File: config.mk
export PLATFORM = sky130hd
export DESIGN_NAME = subcarrier_scheduler
export DESIGN_NICKNAME = d
export VERILOG_FILES = /design/src/rtl/modulator_pkg.sv /design/src/rtl/subcarrier_classifier.sv /design/src/rtl/subcarrier_scheduler.sv
export SDC_FILE = /design/constraint.sdc
export NUM_CORES = 1
export LEC_CHECK = 0
export CAP_MARGIN = 20
export CORE_AREA = 2 2 123 125
export DETAILED_ROUTE_END_ITERATION = 8
export DIE_AREA = 0 0 125 127
export GPL_ROUTABILITY_DRIVEN = 0
export PLACE_DENSITY = 0.8
export SLEW_MARGIN = 20
export SYNTH_ARGS = -nofsm -noshare
export SYNTH_HDL_FRONTEND = slang
export SYNTH_SLANG_ARGS = --single-unit
export TNS_END_PERCENT = 20
File: constraint.sdc
create_clock -name clk -period 3.54 [get_ports clk]
set_input_delay 0.354 -clock clk [delete_from_list [all_inputs] [get_ports clk]]
set_output_delay 0.354 -clock clk [all_outputs]
set_load 0.05 [all_outputs]
File: src/rtl/modulator_pkg.sv
// Shared types and constants for the OFDM modulator datapath.
// Holds the scheduler state encoding, subcarrier bin classes and default band/pilot settings.
package modulator_pkg;

  typedef enum logic [1:0] {
    IDLE,
    RUN,
    WAIT_DATA
  } state_t;

  typedef enum logic [1:0] {
    CLS_NULL,
    CLS_PILOT,
    CLS_DATA
  } bin_cls_t;

  localparam int GUARD_LO_DEFAULT = 400;
  localparam int GUARD_HI_DEFAULT = 623;

  localparam logic [31:0] PILOT_VALUE = 32'h0000_7fff;

endpackage

File: src/rtl/subcarrier_classifier.sv
// Classifies subcarrier index k as NULL / PILOT / DATA.
// Owns the active-bin counter that spaces pilots evenly across the active bins of a symbol.
module subcarrier_classifier
  import modulator_pkg::*;
#(
  parameter int FFT_SIZE = 1024,
  parameter int IDX_W    = 10
) (
  input  logic             clk,
  input  logic             rst,
  input  logic             clear,
  input  logic             step,
  input  logic [IDX_W-1:0] k,
  input  logic [IDX_W-1:0] guard_lo,
  input  logic [IDX_W-1:0] guard_hi,
  input  logic [7:0]       pilot_spacing,
  output bin_cls_t         cls
);

  localparam logic [IDX_W-1:0] K_LAST = IDX_W'(FFT_SIZE - 1);

  logic [7:0] pcnt_reg;
  logic [7:0] pcnt_next;
  logic       is_null;
  logic       is_pilot;

  always_comb begin
    is_null  = (k == '0) || (k == K_LAST) || ((k > guard_lo) && (k < guard_hi));
    is_pilot = (pilot_spacing != 8'd0) && (pcnt_reg == (pilot_spacing - 8'd1));
    cls      = is_null ? CLS_NULL : (is_pilot ? CLS_PILOT : CLS_DATA);

    // The counter restarts for every symbol, so it is cleared as the last bin is consumed.
    pcnt_next = pcnt_reg;
    if (k == K_LAST) begin
      pcnt_next = '0;
    end else if (!is_null) begin
      pcnt_next = is_pilot ? 8'd0 : (pcnt_reg + 8'd1);
    end
  end

  always_ff @(posedge clk or negedge rst) begin
    if (!rst) begin
      pcnt_reg <= '0;
    end else if (clear) begin
      pcnt_reg <= '0;
    end else if (step) begin
      pcnt_reg <= pcnt_next;
    end
  end

endmodule

File: src/rtl/subcarrier_scheduler.sv
// Walks the subcarriers of each OFDM symbol in a burst and streams NULL, pilot or FIFO data
// toward the IFFT, with tlast on the last bin and tuser marking the final symbol.
module subcarrier_scheduler #(
  parameter int                    FFT_SIZE    = 1024,
  parameter int                    DATA_WIDTH  = 32,
  parameter int                    IDX_W       = 10,
  parameter int                    SYM_W       = 16,
  parameter logic [DATA_WIDTH-1:0] PILOT_VALUE = DATA_WIDTH'(modulator_pkg::PILOT_VALUE)
) (
  input  logic                  clk,
  input  logic                  rst,
  input  logic                  reset_mod,
  input  logic                  start,
  input  logic [IDX_W-1:0]      cfg_guard_lo,
  input  logic [IDX_W-1:0]      cfg_guard_hi,
  input  logic [7:0]            cfg_pilot_spacing,
  input  logic [SYM_W-1:0]      cfg_num_symbols,
  input  logic                  s_valid,
  output logic                  s_ready,
  input  logic [DATA_WIDTH-1:0] s_data,
  output logic                  m_valid,
  input  logic                  m_ready,
  output logic [DATA_WIDTH-1:0] m_data,
  output logic                  m_tlast,
  output logic                  m_tuser,
  output logic                  busy,
  output logic                  underrun,
  output logic                  cfg_err,
  output logic [SYM_W-1:0]      sym_count
);

  import modulator_pkg::*;

  localparam logic [IDX_W-1:0] K_LAST = IDX_W'(FFT_SIZE - 1);

  state_t                state_reg, state_next;
  logic [IDX_W-1:0]      k_reg, k_next;
  logic [SYM_W-1:0]      sym_count_reg, sym_count_next;
  logic [SYM_W-1:0]      load_sym_reg, load_sym_next;
  logic                  m_valid_reg, m_valid_next;
  logic [DATA_WIDTH-1:0] m_data_reg, m_data_next;
  logic                  m_tlast_reg, m_tlast_next;
  logic                  m_tuser_reg, m_tuser_next;
  logic                  underrun_reg, underrun_next;
  logic                  cfg_err_reg, cfg_err_next;
  logic [IDX_W-1:0]      guard_lo_reg, guard_lo_next;
  logic [IDX_W-1:0]      guard_hi_reg, guard_hi_next;
  logic [7:0]            spacing_reg, spacing_next;
  logic [SYM_W-1:0]      num_sym_reg, num_sym_next;

  bin_cls_t              cls;
  logic                  advance;
  logic                  cfg_ok;
  logic                  final_beat;
  logic                  last_k;
  logic                  load_tuser;
  logic                  load_en;
  logic [DATA_WIDTH-1:0] load_val;
  logic                  start_ok;

  subcarrier_classifier #(
    .FFT_SIZE (FFT_SIZE),
    .IDX_W    (IDX_W)
  ) u_classifier (
    .clk           (clk),
    .rst           (rst),
    .clear         (start_ok || reset_mod),
    .step          (load_en),
    .k             (k_reg),
    .guard_lo      (guard_lo_reg),
    .guard_hi      (guard_hi_reg),
    .pilot_spacing (spacing_reg),
    .cls           (cls)
  );

  always_comb begin
    advance    = !m_valid_reg || m_ready;
    cfg_ok     = (cfg_guard_lo != '0) && (cfg_guard_lo < cfg_guard_hi) && (cfg_guard_hi <= K_LAST);
    final_beat = m_valid_reg && m_tlast_reg && m_tuser_reg;
    last_k     = (k_reg == K_LAST);
    // load_sym_reg tracks the symbol being loaded, which runs ahead of the emitted count.
    load_tuser = (num_sym_reg != '0) && ((load_sym_reg + SYM_W'(1)) == num_sym_reg);

    state_next     = state_reg;
    k_next         = k_reg;
    sym_count_next = sym_count_reg;
    load_sym_next  = load_sym_reg;
    m_valid_next   = m_valid_reg;
    m_data_next    = m_data_reg;
    m_tlast_next   = m_tlast_reg;
    m_tuser_next   = m_tuser_reg;
    guard_lo_next  = guard_lo_reg;
    guard_hi_next  = guard_hi_reg;
    spacing_next   = spacing_reg;
    num_sym_next   = num_sym_reg;
    underrun_next  = 1'b0;
    cfg_err_next   = 1'b0;
    s_ready        = 1'b0;
    start_ok       = 1'b0;
    load_en        = 1'b0;
    load_val       = '0;

    if (m_valid_reg && m_ready && m_tlast_reg) begin
      sym_count_next = sym_count_reg + SYM_W'(1);
    end

    case (state_reg)
      IDLE: begin
        if (start) begin
          if (cfg_ok) begin
            // Bin 0 is always NULL, so the first beat is produced directly from the start.
            start_ok       = 1'b1;
            state_next     = RUN;
            k_next         = IDX_W'(1);
            sym_count_next = '0;
            load_sym_next  = '0;
            m_valid_next   = 1'b1;
            m_data_next    = '0;
            m_tlast_next   = 1'b0;
            m_tuser_next   = (cfg_num_symbols == SYM_W'(1));
            guard_lo_next  = cfg_guard_lo;
            guard_hi_next  = cfg_guard_hi;
            spacing_next   = cfg_pilot_spacing;
            num_sym_next   = cfg_num_symbols;
          end else begin
            cfg_err_next = 1'b1;
          end
        end
      end

      RUN: begin
        if (final_beat) begin
          if (m_ready) begin
            state_next   = IDLE;
            m_valid_next = 1'b0;
            m_tlast_next = 1'b0;
            m_tuser_next = 1'b0;
          end
        end else if (advance) begin
          case (cls)
            CLS_NULL: load_en = 1'b1;
            CLS_PILOT: begin
              load_en  = 1'b1;
              load_val = PILOT_VALUE;
            end
            default: begin
              s_ready = 1'b1;
              if (s_valid) begin
                load_en  = 1'b1;
                load_val = s_data;
              end else begin
                m_valid_next  = 1'b0;
                m_tlast_next  = 1'b0;
                m_tuser_next  = 1'b0;
                state_next    = WAIT_DATA;
                underrun_next = 1'b1;
              end
            end
          endcase
        end
      end

      WAIT_DATA: begin
        if (cls == CLS_DATA) begin
          s_ready = advance;
          if (advance && s_valid) begin
            load_en    = 1'b1;
            load_val   = s_data;
            state_next = RUN;
          end
        end
      end

      default: state_next = IDLE;
    endcase

    if (load_en) begin
      m_valid_next = 1'b1;
      m_data_next  = load_val;
      m_tlast_next = last_k;
      m_tuser_next = load_tuser;
      k_next       = k_reg + IDX_W'(1);
      if (last_k) begin
        load_sym_next = load_sym_reg + SYM_W'(1);
      end
    end
  end

  always_ff @(posedge clk or negedge rst) begin
    if (!rst) begin
      state_reg     <= IDLE;
      k_reg         <= '0;
      sym_count_reg <= '0;
      load_sym_reg  <= '0;
      m_valid_reg   <= 1'b0;
      m_data_reg    <= '0;
      m_tlast_reg   <= 1'b0;
      m_tuser_reg   <= 1'b0;
      underrun_reg  <= 1'b0;
      cfg_err_reg   <= 1'b0;
      guard_lo_reg  <= '0;
      guard_hi_reg  <= '0;
      spacing_reg   <= '0;
      num_sym_reg   <= '0;
    end else if (reset_mod) begin
      state_reg     <= IDLE;
      k_reg         <= '0;
      sym_count_reg <= '0;
      load_sym_reg  <= '0;
      m_valid_reg   <= 1'b0;
      m_data_reg    <= '0;
      m_tlast_reg   <= 1'b0;
      m_tuser_reg   <= 1'b0;
      underrun_reg  <= 1'b0;
      cfg_err_reg   <= 1'b0;
      guard_lo_reg  <= '0;
      guard_hi_reg  <= '0;
      spacing_reg   <= '0;
      num_sym_reg   <= '0;
    end else begin
      state_reg     <= state_next;
      k_reg         <= k_next;
      sym_count_reg <= sym_count_next;
      load_sym_reg  <= load_sym_next;
      m_valid_reg   <= m_valid_next;
      m_data_reg    <= m_data_next;
      m_tlast_reg   <= m_tlast_next;
      m_tuser_reg   <= m_tuser_next;
      underrun_reg  <= underrun_next;
      cfg_err_reg   <= cfg_err_next;
      guard_lo_reg  <= guard_lo_next;
      guard_hi_reg  <= guard_hi_next;
      spacing_reg   <= spacing_next;
      num_sym_reg   <= num_sym_next;
    end
  end

  assign m_valid   = m_valid_reg;
  assign m_data    = m_data_reg;
  assign m_tlast   = m_tlast_reg;
  assign m_tuser   = m_tuser_reg;
  assign busy      = (state_reg != IDLE);
  assign underrun  = underrun_reg;
  assign cfg_err   = cfg_err_reg;
  assign sym_count = sym_count_reg;

endmodule

==> results.txt, run 1 <==
----------------------------------------------------
[Yosys]
  Xor and xnor area share after synthesis ... 0.05189
  Summed instance area of the synthesized netlist ... 7595 µm²
  Seq cells post-synth ... 133
  Sequential share of the synthesized area ... 0.4382
  Most area-consuming cells after synthesis ... sky130_fd_sc_hd__dfrtp_1, sky130_fd_sc_hd__ha_1, sky130_fd_sc_hd__a22o_1
  EDFF count, synth ... 0
  Mux contribution to synthesized area ... 0.007414
  Average size of a mapped cell ... 9.638 µm²
  Yosys Warn Count ... 0
  Synthesized netlist net count ... 908
  Proportion of synthesized flip-flops having asynchronous set or reset ... 1.000
  Count of cell types in the netlist ... 77
  Prevailing post-synth register cell ... sky130_fd_sc_hd__dfrtp_1
  Complex-gate fraction of the synthesized area ... 0.2170
  Area fraction of the dominant cell type after synthesis ... 0.4382
  Synthesized-area fraction occupied by adder cells ... 0.06260
  Post-synthesis simple-gate area fraction ... 0.1745
  Gate count of the mapped netlist ... 788
  Top post-synthesis cells by count ... sky130_fd_sc_hd__dfrtp_1, sky130_fd_sc_hd__nand2_1, sky130_fd_sc_hd__nor2_1
  Cell type contributing the most total cell area after synthesis ... sky130_fd_sc_hd__dfrtp_1
  Most used standard cell by instance count after synthesis ... sky130_fd_sc_hd__dfrtp_1
  Largest family of logic cells by synthesized area ... compound AO/OA/AOI/OAI gates

[Layout]
  FILL cells ... 1153
  Post-layout net count ... 1037
  Area overhead of the layout relative to synthesis ... 28.53%
  Largest register FFs ... 32
  Layout Cell Area excl Fill ... 9762 µm²
  Number of standard cells in the final layout excluding fillers ... 1114
  Layout cell share with drive strength beyond 1 ... 0.07097
  Antenna Cells ... 0
  Combined area of the multi-input logic cells ... 3915 µm²
  FF+latch area ... 3328 µm²
  Final core utilization ... 0.6768

[Placement]
  Area post-placement ... 9138 µm²
  Port Buffer Count ... 136
  Half-perimeter wire length after placement ... 14.09 mm
  Setup slack after placement ... 0.3849 ns
  Cell total after placement ... 1082

[STA]
  Final critical-path required period ... 3.267 ns
  Worst slew margin ... 0.3741
  Worst setup margin ... 0.2733 ns
  Maximum frequency from static timing analysis ... 0.3061 GHz
  Slew of the pin with the lowest slew margin ... 0.9388 ns
  Final Slew Violations ... 0
  Fraction of the cycle the final worst path needs ... 0.9228
  Final setup TNS ... 0 ns
  Hold Fails Final Rpt ... 0
  Unrepaired setup endpoints after global routing ... false
  Max Clock Skew ... 0.006437 ns
  Finish-stage setup viols ... 0

[Clock tree]
  Total number of H-tree levels ... 4
  Bufs on Longest Clock Path ... 2
  CTS tree ... done
  Clock-pin slew reported for the worst setup and hold paths after clock tree synthesis ... 0.06 ns
  Cell chosen for the clock root ... sky130_fd_sc_hd__clkbuf_16
  Clock sink count ... 133
  Insertion delay to the later sink of the worst-skew pair ... 0.42 ns
  Postcts setup bufs ... 0
  TritonCTS Buffers ... 17

[Setup path]
  Delay of the slowest critical-path stage ... 0.45 ns
  Critical path type ... reg2out
  Library cell contributing the largest single delay on the critical path ... sky130_fd_sc_hd__dfrtp_1
  Crit-path leading delay family ... simple AND/OR/NAND/NOR gates
  Critical path startpoint category ... flop
  Crit path cell chain ... ha_1, and4_1, nor3b_1, a211oi_2, o221ai_2, and3_1, o211a_1, and2_1, buf_12
  Buffering stage count on the worst path with inverters included ... 1
  Max Fanout on Critical Path ... 7
  Data required, critical path ... 3.19 ns
  Critical path endpoint category ... primary output
  Data arrival time of the critical path ... 2.91 ns

[Route]
  Routed via count ... 6569
  Routed WL per cell ... 17.82 µm
  Via density per instance ... 5.897
  Initial DRC Count ... 434
  Post-route DRC ... 0
  1st-pass router iterations ... 5
  DRT Wirelength ... 19.85 mm
  Number of nets still failing antenna checks after routing ... 0

[Worst hold path]
  Hold crit path type ... in2async

[Global routing]
  Largest net degree at the start of global routing ... 117
  Vias in the first global route ... 6523
  Antenna violations before repair ... 0
  Wire length of the first global-routing pass ... 33.18 mm
  GRT Util Overall ... 0.2575
  Congestion Overflow GR ... 0

[Die]
  Placeable Area ... 14420 µm²
  Effective utilization at floorplan ... 0.5265
  Die Area ... 15880 µm²
  Number of placed I/O pins ... 137
  DIE HEIGHT ... 127 µm
  Die X ... 125 µm
  Row count ... 44

[Status]
  Result of the run ... finished clean

[Run]
  Number of maximum-capacitance constraint violations ... 0

[Power and ir drop]
  Static power due to leakage ... 4.309 nW
  Maximum vdd drop ... 0.0003421 V
  Areal power density over the cells ... 429.1 nW/µm²

----------------------------------------------------
-- layout by cell type, fill, tap and decap left out, types with 4 or more instances in the layout --
cell / n
sky130_fd_sc_hd__clkdlybuf4s50_1: 134
sky130_fd_sc_hd__dfrtp_1: 133
sky130_fd_sc_hd__nand2_1: 60
sky130_fd_sc_hd__nor2_1: 58
sky130_fd_sc_hd__o21ai_0: 52
sky130_fd_sc_hd__inv_1: 50
sky130_fd_sc_hd__a22o_1: 42
sky130_fd_sc_hd__a21oi_1: 38
sky130_fd_sc_hd__ha_1: 38
sky130_fd_sc_hd__nand3_1: 25
sky130_fd_sc_hd__xnor2_1: 25
sky130_fd_sc_hd__xor2_1: 20
sky130_fd_sc_hd__and3_1: 19
sky130_fd_sc_hd__nand4_1: 17
sky130_fd_sc_hd__clkbuf_16: 17
sky130_fd_sc_hd__o2bb2ai_1: 15
sky130_fd_sc_hd__a21o_1: 14
sky130_fd_sc_hd__nor4_1: 13
sky130_fd_sc_hd__buf_4: 10
sky130_fd_sc_hd__nor3_1: 9
sky130_fd_sc_hd__nor2b_1: 9
sky130_fd_sc_hd__and2_1: 8
sky130_fd_sc_hd__a31oi_1: 8
sky130_fd_sc_hd__nand2b_1: 7
sky130_fd_sc_hd__and4_1: 6
sky130_fd_sc_hd__o31ai_1: 5
sky130_fd_sc_hd__o31a_1: 5
sky130_fd_sc_hd__o211ai_1: 4
sky130_fd_sc_hd__or3_1: 4
-- worst reg2reg max path: stages, from the launching register on --
cell,delay [ns]
sky130_fd_sc_hd__dfrtp_1,0.45
sky130_fd_sc_hd__ha_1,0.35
sky130_fd_sc_hd__and4_1,0.22
sky130_fd_sc_hd__nor3b_1,0.16
sky130_fd_sc_hd__a211oi_2,0.30
sky130_fd_sc_hd__o221ai_2,0.22
sky130_fd_sc_hd__a31oi_4,0.38
sky130_fd_sc_hd__nor2_1,0.19
sky130_fd_sc_hd__o211a_1,0.31
sky130_fd_sc_hd__mux2_4,0.30
-- final cells by class --
class	count	area share
inverter	50	0.01923
clock buffer	20	0.04678
timing repair buffer	148	0.1527
tap	184	0.02358
multi-input combinational	567	0.4011
sequential	133	0.3409
clock inverter	12	0.01577
-- through the flow --
step / power, mW / hold WS (ns)
6_report: 4.189 / 0.04483
5_1_grt: 4.380 / 0.1324
4_1_cts: 4.203 / 0.1561
3_5_place_dp: 2.382 / 0.4778
3_3_place_gp: 2.370 / 0.4711
2_1_floorplan: 2.086 / 0.05841
-- power breakdown --
part           internal, mW  switching [mW]  total [mW]
Combinational         0.304           0.436       0.739
Sequential             1.58          0.0546        1.63
Clock                  1.14           0.676        1.82
-- logic make-up (layout without fill, tap and decap cells) --
family          after synthesis  count (layout)
flops                       133             133
simple gates                252             252
fa+ha+maj                    38              38
xor+xnor                     45              45
compound gates              227             227
mux                           5               5
buf+inv                      88             230
-- repair_timing --
item,CTS,global route
hold buffers,0,0
resized for setup,0,2
endpoints found under the setup margin,0,1
-- layer usage --
| metal | global-route usage | part of all wire | vias up |
|---|---|---|---|
| li1 | - | - | 3131 |
| met1 | 0.3468 | 0.44 | 3149 |
| met2 | 0.4194 | 0.47 | 251 |
| met3 | 0.06533 | 0.069 | 38 |
| met4 | 0.06797 | 0.020 | 0 |
| met5 | 0 | 0 | - |
-- path summary, 6_finish.rpt --
path                                        from                   endpoint  slack [ns]  depth (start not counted)
setup / recovery            k_reg[5]$_DFFE_PN0P_                    s_ready        0.27                          9
hold / removal                               rst  load_sym_reg[5]$_DFF_PN0_        0.04                          1
setup reg to reg            k_reg[5]$_DFFE_PN0P_        m_tlast$_DFFE_PN0P_        0.55                          9
hold reg to reg            m_data[9]$_DFFE_PN0P_      m_data[9]$_DFFE_PN0P_        0.49                          1
max in group asynchronous                    rst     m_data[16]$_DFFE_PN0P_        2.64                          2
min in group clk           m_data[9]$_DFFE_PN0P_      m_data[9]$_DFFE_PN0P_        0.49                          1
Note: power is estimated with default switching activity, not from simulation.
==> inputs of run 2 (changes only) <==
--- a/constraint.sdc
+++ b/constraint.sdc
@@ -3,2 +3,2 @@
 set_output_delay 0.354 -clock clk [all_outputs]
-set_load 0.05 [all_outputs]
+set_load 0.1 [all_outputs]
==> run 2 against run 1 <==
Setup slack worse by 0.043 ns. Global-route usage up 0.061 points. Sequential share of layout area down 0.10 points. Utilization up 0.20 points. Power up 2.8%. Final cell count about the same. Critical path depth unchanged.
==> results.txt, run 2 (synthesis gave the netlist of run 1 again) <==
----------------------------------------------------
[Status]
  Result of the run ... finished clean

[Clock tree]
  Clock-pin slew reported for the worst setup and hold paths after clock tree synthesis ... 0.06 ns (about the same)
  TritonCTS Buffers ... 17 (unchanged)
  Clock sink count ... 133 (unchanged)
  Insertion delay to the later sink of the worst-skew pair ... 0.42 ns (about the same)
  Bufs on Longest Clock Path ... 2 (unchanged)
  CTS tree ... done
  Total number of H-tree levels ... 4 (unchanged)
  Cell chosen for the clock root ... sky130_fd_sc_hd__clkbuf_16

[Die]
  Effective utilization at floorplan ... 0.5265 (unchanged)
  DIE HEIGHT ... 127 µm (unchanged)
  Die Area ... 15880 µm² (unchanged)
  Die X ... 125 µm (unchanged)
  Placeable Area ... 14420 µm² (unchanged)
  Number of placed I/O pins ... 137 (unchanged)
  Row count ... 44 (unchanged)

[Global routing]
  GRT Util Overall ... 0.2581 (+0.0006123)
  Largest net degree at the start of global routing ... 115 (-1.7%)
  Antenna violations before repair ... 0 (unchanged)
  Vias in the first global route ... 6522 (-0.015%)
  Congestion Overflow GR ... 0 (unchanged)
  Wire length of the first global-routing pass ... 33.33 mm (+0.46%)

[Setup path]
  Data required, critical path ... 3.19 ns (about the same)
  Data arrival time of the critical path ... 2.96 ns (+0.05 ns)
  Crit path cell chain ... ha_1, and4_1, o21ai_0, a31oi_1, o221ai_2, and3_1, o211a_1, and2_1, buf_12
  Library cell contributing the largest single delay on the critical path ... sky130_fd_sc_hd__dfrtp_1
  Critical path endpoint category ... primary output
  Crit-path leading delay family ... simple AND/OR/NAND/NOR gates
  Delay of the slowest critical-path stage ... 0.46 ns (about the same)
  Max Fanout on Critical Path ... 7 (unchanged)
  Critical path startpoint category ... flop
  Buffering stage count on the worst path with inverters included ... 1 (unchanged)
  Critical path type ... reg2out

[STA]
  Worst slew margin ... 0.3221 (-0.05206)
  Final critical-path required period ... 3.310 ns (+0.04349 ns)
  Final Slew Violations ... 0 (unchanged)
  Hold Fails Final Rpt ... 0 (unchanged)
  Slew of the pin with the lowest slew margin ... 1.014 ns (+0.07492 ns)
  Finish-stage setup viols ... 0 (unchanged)
  Unrepaired setup endpoints after global routing ... false
  Final setup TNS ... 0 ns (unchanged)
  Maximum frequency from static timing analysis ... 0.3021 GHz (-1.3%)
  Fraction of the cycle the final worst path needs ... 0.9351 (+0.01229)
  Max Clock Skew ... 0.007297 ns (+0.0008602 ns)

[Power and ir drop]
  Areal power density over the cells ... 440.0 nW/µm² (+2.5%)
  Static power due to leakage ... 4.322 nW (+0.29%)
  Maximum vdd drop ... 0.0003705 V (+8.3%)
  Total design power ... 4.308 mW (+2.8%)

[Route]
  Routed via count ... 6690 (+1.8%)
  Post-route DRC ... 0 (unchanged)
  Routed WL per cell ... 17.79 µm (-0.17%)
  Number of nets still failing antenna checks after routing ... 0 (unchanged)
  Initial DRC Count ... 549 (+26%)
  1st-pass router iterations ... 6 (+1)
  DRT Wirelength ... 19.83 mm (about the same)
  Via density per instance ... 6.000 (+1.8%)

[Layout]
  Area overhead of the layout relative to synthesis ... 28.91%
  Final core utilization ... 0.6788 (+0.001995)
  Antenna Cells ... 0 (unchanged)
  Leading cell types in the layout, fill and taps excluded ... sky130_fd_sc_hd__dfrtp_1, sky130_fd_sc_hd__clkdlybuf4s50_1, sky130_fd_sc_hd__nand2_1, sky130_fd_sc_hd__nor2_1, sky130_fd_sc_hd__o21ai_0
  FILL cells ... 1131 (-1.9%)
  Layout cell share with drive strength beyond 1 ... 0.07304 (+0.002072)
  Post-layout net count ... 1038 (+0.096%)
  Largest register FFs ... 32 (unchanged)

[Placement]
  Port Buffer Count ... 136 (unchanged)
  Half-perimeter wire length after placement ... 13.97 mm (-0.86%)

[Worst hold path]
  Hold crit path type ... in2async

[Run]
  Number of maximum-capacitance constraint violations ... 0 (unchanged)

----------------------------------------------------
==> run 2: cell count changes in the layout (fill, tap and decap cells not counted) <==
cell                              previous run  this run
sky130_fd_sc_hd__bufinv_16                   3         4
sky130_fd_sc_hd__clkinvlp_4                  3         4
sky130_fd_sc_hd__clkinv_4                    3         2
sky130_fd_sc_hd__buf_4                      10        12
sky130_fd_sc_hd__clkdlybuf4s50_1           134       133
sky130_fd_sc_hd__clkinv_2                    3         2
==> run 2: layout make-up <==
| cell class | count | area [µm²] | area share |
|---|---|---|---|
| Multi-Input combinational cell | 567 | 3915 | 0.3999 |
| Sequential cell | 133 | 3328 | 0.3399 |
| Timing Repair Buffer | 149 | 1495 | 0.1527 |
| Clock buffer | 20 | 456.7 | 0.04665 |
| Tap cell | 184 | 230.2 | 0.02351 |
| Inverter | 50 | 187.7 | 0.01917 |
| Clock inverter | 12 | 177.7 | 0.01815 |
==> run 2: where the power goes <==
group,internal [mW],switching [mW],leakage (nW)
clock network,1.21,0.683,0.298
logic,0.304,0.477,2.18
registers,1.58,0.0543,1.84
total,3.09,1.21,4.32
==> run 2: worst paths after layout <==
check | from | slack [ns] | depth (start not counted) | endpoint
setup reg to reg | k_reg[5]$_DFFE_PN0P_ | 0.54 | 9 | m_tlast$_DFFE_PN0P_
hold / removal | rst | 0.04 | 1 | load_sym_reg[11]$_DFF_PN0_
hold reg to reg | m_data[2]$_DFFE_PN0P_ | 0.48 | 1 | m_data[2]$_DFFE_PN0P_
setup / recovery | k_reg[5]$_DFFE_PN0P_ | 0.23 | 9 | s_ready
min in group clk | m_data[2]$_DFFE_PN0P_ | 0.48 | 1 | m_data[2]$_DFFE_PN0P_
max in group asynchronous | rst | 2.70 | 2 | m_data[4]$_DFFE_PN0P_
==> run 2: through the flow <==
| step | instance area (µm²) | hold WS [ns] | worst slack, ns | std cells |
|---|---|---|---|---|
| after floorplan | 7595 | 0.05841 | 0.4815 | 788 |
| after global placement | 9143 | 0.4705 | 0.4724 | 1083 |
| after detailed placement | 9143 | 0.4746 | 0.3575 | 1083 |
| after CTS | 9777 | 0.1465 | 0.05700 | 1115 |
| after global routing | 9791 | 0.1329 | 0.009868 | 1115 |
| final | 9791 | 0.04372 | 0.2298 | 1115 |
==> run 2: layer usage <==
metal	up-vias	part of all wire	global-route usage
li1	3146	-	-
met3	38	0.062	0.06281
met4	0	0.020	0.08235
met5	-	0	0
met1	3252	0.45	0.3522
met2	254	0.47	0.4102
==> run 2: worst register-to-register path, cell delays in order (launching register included) <==
cell                       delay [ns]
sky130_fd_sc_hd__dfrtp_1         0.46
sky130_fd_sc_hd__ha_1            0.37
sky130_fd_sc_hd__and4_1          0.24
sky130_fd_sc_hd__nor3b_1         0.16
sky130_fd_sc_hd__a211oi_2        0.26
sky130_fd_sc_hd__o221ai_2        0.21
sky130_fd_sc_hd__a31oi_4         0.40
sky130_fd_sc_hd__nor2_1          0.19
sky130_fd_sc_hd__o211a_1         0.30
sky130_fd_sc_hd__mux2_4          0.30
==> run 2: timing repair <==
action                                  in CTS  in global routing
resized for setup                            0                  2
setup buffers                                0                  0
endpoints found under the setup margin       0                  1
hold endpoints to repair                     0                  0
hold buffers                                 0                  0
